**src/rtl/systolic_pe_dbuf.sv**
```systemverilog
// Weight-stationary signed MAC PE with shadow/active weight double buffer, optional saturation, sticky overflow.
// Latency 1 cycle (a/acc/valid); no backpressure, valid_out is informational for the array downstream.
module systolic_pe_dbuf #(
  parameter int DATA_W   = 16,
  parameter int ACC_W    = 32,
  parameter int SATURATE = 1
) (
  input  logic              clk,
  input  logic              reset,
  input  logic              load_weight,
  input  logic [DATA_W-1:0] weight_in,
  output logic [DATA_W-1:0] w_out,
  input  logic              swap_weight,
  input  logic              valid_in,
  input  logic [DATA_W-1:0] a_in,
  input  logic [ACC_W-1:0]  acc_in,
  output logic [DATA_W-1:0] a_out,
  output logic [ACC_W-1:0]  acc_out,
  output logic              valid_out,
  input  logic              clear_ovf,
  output logic              ovf
);

  localparam int PROD_W = 2 * DATA_W;
  localparam int EXT_W  = ACC_W + 1 - PROD_W;

  generate
    if (ACC_W < 2 * DATA_W) begin : g_bad_acc_w
      $error("systolic_pe_dbuf: ACC_W must be >= 2*DATA_W");
    end
  endgenerate

  logic [DATA_W-1:0] shadow_w;
  logic [DATA_W-1:0] active_w;
  logic [PROD_W-1:0] prod;
  logic [ACC_W:0]    sum;
  logic              sum_ovf;
  logic [ACC_W-1:0]  acc_next;

  assign w_out = shadow_w;

  always_comb begin
    prod     = $signed(a_in) * $signed(active_w);
    sum      = {{EXT_W{prod[PROD_W-1]}}, prod} + {acc_in[ACC_W-1], acc_in};
    // Out of range exactly when the extra sign bit disagrees with the ACC_W sign bit.
    sum_ovf  = sum[ACC_W] ^ sum[ACC_W-1];
    acc_next = sum[ACC_W-1:0];
    if ((SATURATE != 0) && sum_ovf) begin
      acc_next = sum[ACC_W] ? {1'b1, {(ACC_W-1){1'b0}}} : {1'b0, {(ACC_W-1){1'b1}}};
    end
  end

  always_ff @(posedge clk or posedge reset) begin
    if (reset) begin
      shadow_w <= '0;
      active_w <= '0;
    end else begin
      if (load_weight) shadow_w <= weight_in;
      if (swap_weight) active_w <= shadow_w;
    end
  end

  always_ff @(posedge clk or posedge reset) begin
    if (reset) begin
      a_out     <= '0;
      acc_out   <= '0;
      valid_out <= 1'b0;
    end else begin
      valid_out <= valid_in;
      if (valid_in) begin
        a_out   <= a_in;
        acc_out <= acc_next;
      end
    end
  end

  // Set has priority over clear so an overflow in the clearing cycle is not lost.
  always_ff @(posedge clk or posedge reset) begin
    if (reset) begin
      ovf <= 1'b0;
    end else if (valid_in && sum_ovf) begin
      ovf <= 1'b1;
    end else if (clear_ovf) begin
      ovf <= 1'b0;
    end
  end

endmodule

```
**config.mk**
```make
export PLATFORM = sky130hd
export DESIGN_NAME = systolic_pe_dbuf
export DESIGN_NICKNAME = d
export VERILOG_FILES = /design/src/rtl/systolic_pe_dbuf.sv
export SDC_FILE = /design/constraint.sdc
export NUM_CORES = 1
export LEC_CHECK = 0
export ABC_CLOCK_PERIOD_IN_PS = 9040
export CAP_MARGIN = 5
export CORE_UTILIZATION = 61
export DETAILED_ROUTE_END_ITERATION = 12
export PLACE_DENSITY_LB_ADDON = 0.15
export SYNTH_ARGS = -nofsm -noshare
export SYNTH_HDL_FRONTEND = slang
export SYNTH_SLANG_ARGS = --single-unit
```
**constraint.sdc**
```tcl
create_clock -name clk -period 9.04 [get_ports clk]
set_input_delay 0.904 -clock clk [delete_from_list [all_inputs] [get_ports clk]]
set_output_delay 0.904 -clock clk [all_outputs]
set_load 0.1 [all_outputs]
```
==> flow_results.xml, run 1 <==
<?xml version="1.0" encoding="UTF-8"?>
<metrics>
  <group name="status">
    <metric name="run_status" unit="">completed</metric>
  </group>
  <group name="sta">
    <metric name="final_min_period_over_clock_period" unit="%">90.9</metric>
    <metric name="setup_viol_count_final" unit="">0</metric>
    <metric name="final-hold-violation-count" unit="">0</metric>
    <metric name="maxClockFrequency" unit="GHz">0.122</metric>
    <metric name="fin_worst_skew" unit="ps">8.93</metric>
    <metric name="setup_repair_after_global_routing_missed_its_margin" unit="">no</metric>
    <metric name="period_needed" unit="ps">8220</metric>
    <metric name="tightest_slew" unit="ps">1080</metric>
    <metric name="timing.max_slew.rel_slack" unit="%">27.9</metric>
    <metric name="fin_setup_tns" unit="ps">0</metric>
    <metric name="maxSlewViolCount" unit="">0</metric>
  </group>
  <group name="setup_path">
    <metric name="setup.worst_path.end_class" unit="">register</metric>
    <metric name="cp_max_fo" unit="">39</metric>
    <metric name="worst-endpoint-arrival" unit="ps">8470</metric>
    <metric name="cp-start-kind" unit="">primary input</metric>
    <metric name="critical_path_required" unit="ps">9290</metric>
    <metric name="critical_path_class" unit="">in2reg</metric>
  </group>
  <group name="detailed_routing">
    <metric name="post_drt_via_cell_ratio" unit="">5.56</metric>
    <metric name="highest-signal-layer" unit="">met4</metric>
    <metric name="drt_wl_cell" unit="µm">19.4</metric>
    <metric name="routed-wl-met2" unit="µm">18700</metric>
    <metric name="route.vias.total" unit="">10700</metric>
    <metric name="route.layer.met1.wl" unit="µm">14600</metric>
    <metric name="first_iter_violations" unit="">721</metric>
    <metric name="detail_route.first_pass.iterations" unit="">5</metric>
    <metric name="dr_wl_met3" unit="µm">2510</metric>
    <metric name="drtAntennaViolNets" unit="">0</metric>
    <metric name="drc" unit="">0</metric>
    <metric name="routed_wirelength" unit="µm">37500</metric>
  </group>
  <group name="floorplanning">
    <metric name="die_h" unit="µm">158</metric>
    <metric name="io_pins" unit="">136</metric>
    <metric name="core_area" unit="µm²">23600</metric>
    <metric name="die_area" unit="µm²">24800</metric>
    <metric name="rows" unit="">56</metric>
    <metric name="floorplan.initialDensity" unit="%">62.6</metric>
    <metric name="die_w" unit="µm">158</metric>
  </group>
  <group name="clock_tree">
    <metric name="clock_insertion_delay_worst_skew" unit="ps">360</metric>
    <metric name="maximum_count_of_clock_buffers_along_a_single_path" unit="">2</metric>
    <metric name="clock_sink_count" unit="">82</metric>
    <metric name="cts_tree" unit="">built</metric>
    <metric name="total_clock_buffers_created_by_cts" unit="">9</metric>
    <metric name="cts_max_level" unit="">3</metric>
    <metric name="clkTransAtPathRegs" unit="ps">70</metric>
    <metric name="ctsResizeCount" unit="">0</metric>
    <metric name="clock-root-buffer" unit="">clkbuf_16</metric>
    <metric name="cts_hold_buffers" unit="">0</metric>
    <metric name="postCtsSetupRepairBufs" unit="">0</metric>
  </group>
  <group name="yosys">
    <metric name="yosysSeqAreaShare" unit="%">13.9</metric>
    <metric name="syn-mean-instance-area" unit="µm²">9.85</metric>
    <metric name="synth_nets" unit="">1970</metric>
    <metric name="synthDistinctLibCells" unit="">61</metric>
    <metric name="synth_ff_type" unit="">dfrtp_1</metric>
    <metric name="synth_cells" unit="">1500</metric>
    <metric name="synthArstFlopShare" unit="%">100</metric>
    <metric name="ys_seq_elements" unit="">82</metric>
    <metric name="yosys_warnings" unit="">0</metric>
    <metric name="synth-edff-count" unit="">0</metric>
    <metric name="netlist_area" unit="µm²">14800</metric>
  </group>
  <group name="hold_path">
    <metric name="timing.hold.worst.class" unit="">reg2reg</metric>
  </group>
  <group name="final_layout">
    <metric name="layout.cells.most_common" unit="">inv_1</metric>
    <metric name="number_of_antenna_cells_inserted" unit="">0</metric>
    <metric name="flow.area_growth_from_synthesis" unit="%">13.1</metric>
    <metric name="drive_gt1_share" unit="%">7.96</metric>
    <metric name="layout.cells.most_common_list" unit="">inv_1 (354), fa_1 (299), nand2_1 (174)</metric>
    <metric name="final_nets" unit="">2074</metric>
  </group>
  <group name="placed_design">
    <metric name="gp_congestion" unit="">0.889</metric>
    <metric name="place.detailed.hpwl" unit="µm">30000</metric>
    <metric name="buffer_ports.inserted" unit="">135</metric>
  </group>
  <group name="grt">
    <metric name="number_of_antenna_violations_at_the_first_check_in_global_routing" unit="">0</metric>
    <metric name="grt_pass1_vias" unit="">11500</metric>
    <metric name="grt.total_usage" unit="%">33.3</metric>
    <metric name="grt_overflow" unit="">0</metric>
    <metric name="pin_count_of_the_biggest_net_entering_global_routing" unit="">61</metric>
    <metric name="first_pass_grt_wire_length" unit="µm">61300</metric>
  </group>
  <group name="flow_run">
    <metric name="maxCapViolCount" unit="">0</metric>
  </group>
</metrics>
-- through the flow --
stage          worst slack [ps]  util [%]  cell area [µm²]  instances  hold slack (ps)
2_1_floorplan              1970         -            14800       1500              564
3_3_place_gp                643      69.5            16400       1912              472
3_5_place_dp                510      69.5            16400       1912              472
4_1_cts                     838      70.8            16700       1928              493
5_1_grt                     481      70.8            16700       1928              511
6_report                    819      70.8            16700       1928              490
-- area by class of cell --
type                       instances  area (µm²)
clock buffer                       9         225
fill                            1813        6910
clock inverter                     7        81.3
timing repair buffer             157        1520
inverter                         356        1340
tap                              319         399
multi-input combinational        998       11100
sequential                        82        2050
-- registers in the layout (all words and copies together) (netlist names) --
signal / cells
active_w: 16
a_out: 16
acc_out: 32
w_out: 16
ovf: 1
valid_out: 1
-- cell usage after synthesis (3+ instances only) --
| cell | number | share of area [%] |
|---|---|---|
| o21bai_1 | 4 | 0.20 |
| o31ai_1 | 8 | 0.41 |
| xnor2_1 | 24 | 1.4 |
| nand2b_1 | 7 | 0.30 |
| dfrtp_1 | 82 | 14 |
| and2_1 | 116 | 4.9 |
| fa_1 | 299 | 41 |
| nor2_1 | 19 | 0.48 |
| a21oi_2 | 4 | 0.24 |
| buf_6 | 6 | 0.46 |
| a32oi_1 | 6 | 0.36 |
| and3_1 | 3 | 0.13 |
| a211oi_1 | 3 | 0.15 |
| a21oi_1 | 44 | 1.5 |
| nand3_1 | 4 | 0.14 |
| a31oi_1 | 22 | 0.93 |
| o21ai_0 | 15 | 0.51 |
| nand2_1 | 174 | 4.4 |
| o2bb2ai_1 | 5 | 0.30 |
| clkbuf_1 | 48 | 1.2 |
| o31ai_2 | 20 | 1.7 |
| mux2_2 | 47 | 3.6 |
| o21ai_1 | 5 | 0.17 |
| buf_2 | 6 | 0.20 |
| ha_1 | 101 | 8.6 |
| a21o_1 | 10 | 0.51 |
| inv_1 | 355 | 9.0 |
| a22oi_1 | 4 | 0.20 |
| o211ai_1 | 7 | 0.36 |
| or3_1 | 7 | 0.30 |
| xor2_1 | 8 | 0.47 |
-- critical path, cell delays in order --
cell and delay [ps]:
clkdlybuf4s50_1 570, nand2_1 240, inv_1 100, fa_1 790, inv_1 130, fa_1 550
inv_1 330, fa_1 520, fa_1 520, fa_1 540, inv_1 60, fa_1 490
inv_1 50, ha_1 350, and3_1 180, and2_1 250, nand2_1 120, o31ai_1 250
nor2_2 100, xnor2_4 840, a21oi_4 250, o31ai_2 310
-- final timing paths --
kind	to	cells past startpoint	start	slack (ps)
worst max-delay path	acc_out[14]	22	a_in[15]	820
worst min-delay path	acc_out[1]	2	acc_out[1]	490
worst max register to register	acc_out[14]	21	active_w[1]	1230
worst min register to register	acc_out[1]	2	acc_out[1]	490
max in group asynchronous	acc_out[3]	3	reset	7050
min in group asynchronous	a_out[2]	2	reset	840
-- routing by layer --
metal / global-route usage, % / vias up
met2: 56.1 / 425
met1: 43.5 / 5418
met4: 14.5 / 0
li1: - / 4781
met5: 0 / -
met3: 4.33 / 91
-- cell families after synthesis --
kind of cell	after synthesis	share of synthesized area [%]
xor+xnor	33	2.01
buf+inv	420	11.1
mux	47	3.58
flops	82	13.9
compound gates	176	9.05
simple gates	342	11.3
fa+ha+maj	400	49.1
Power of run 1 is left out: the tool's default activity adds up to more than one toggle a clock period on the data nets, which glitch-free logic cannot reach.
==> run 2: changes to the inputs <==
CAP_MARGIN = 15   (was 5)
==> results of run 2 <==
Same layout as run 1: the final DEF is identical, and so are final timing and power.
Power of run 2 is left out for the same reason.
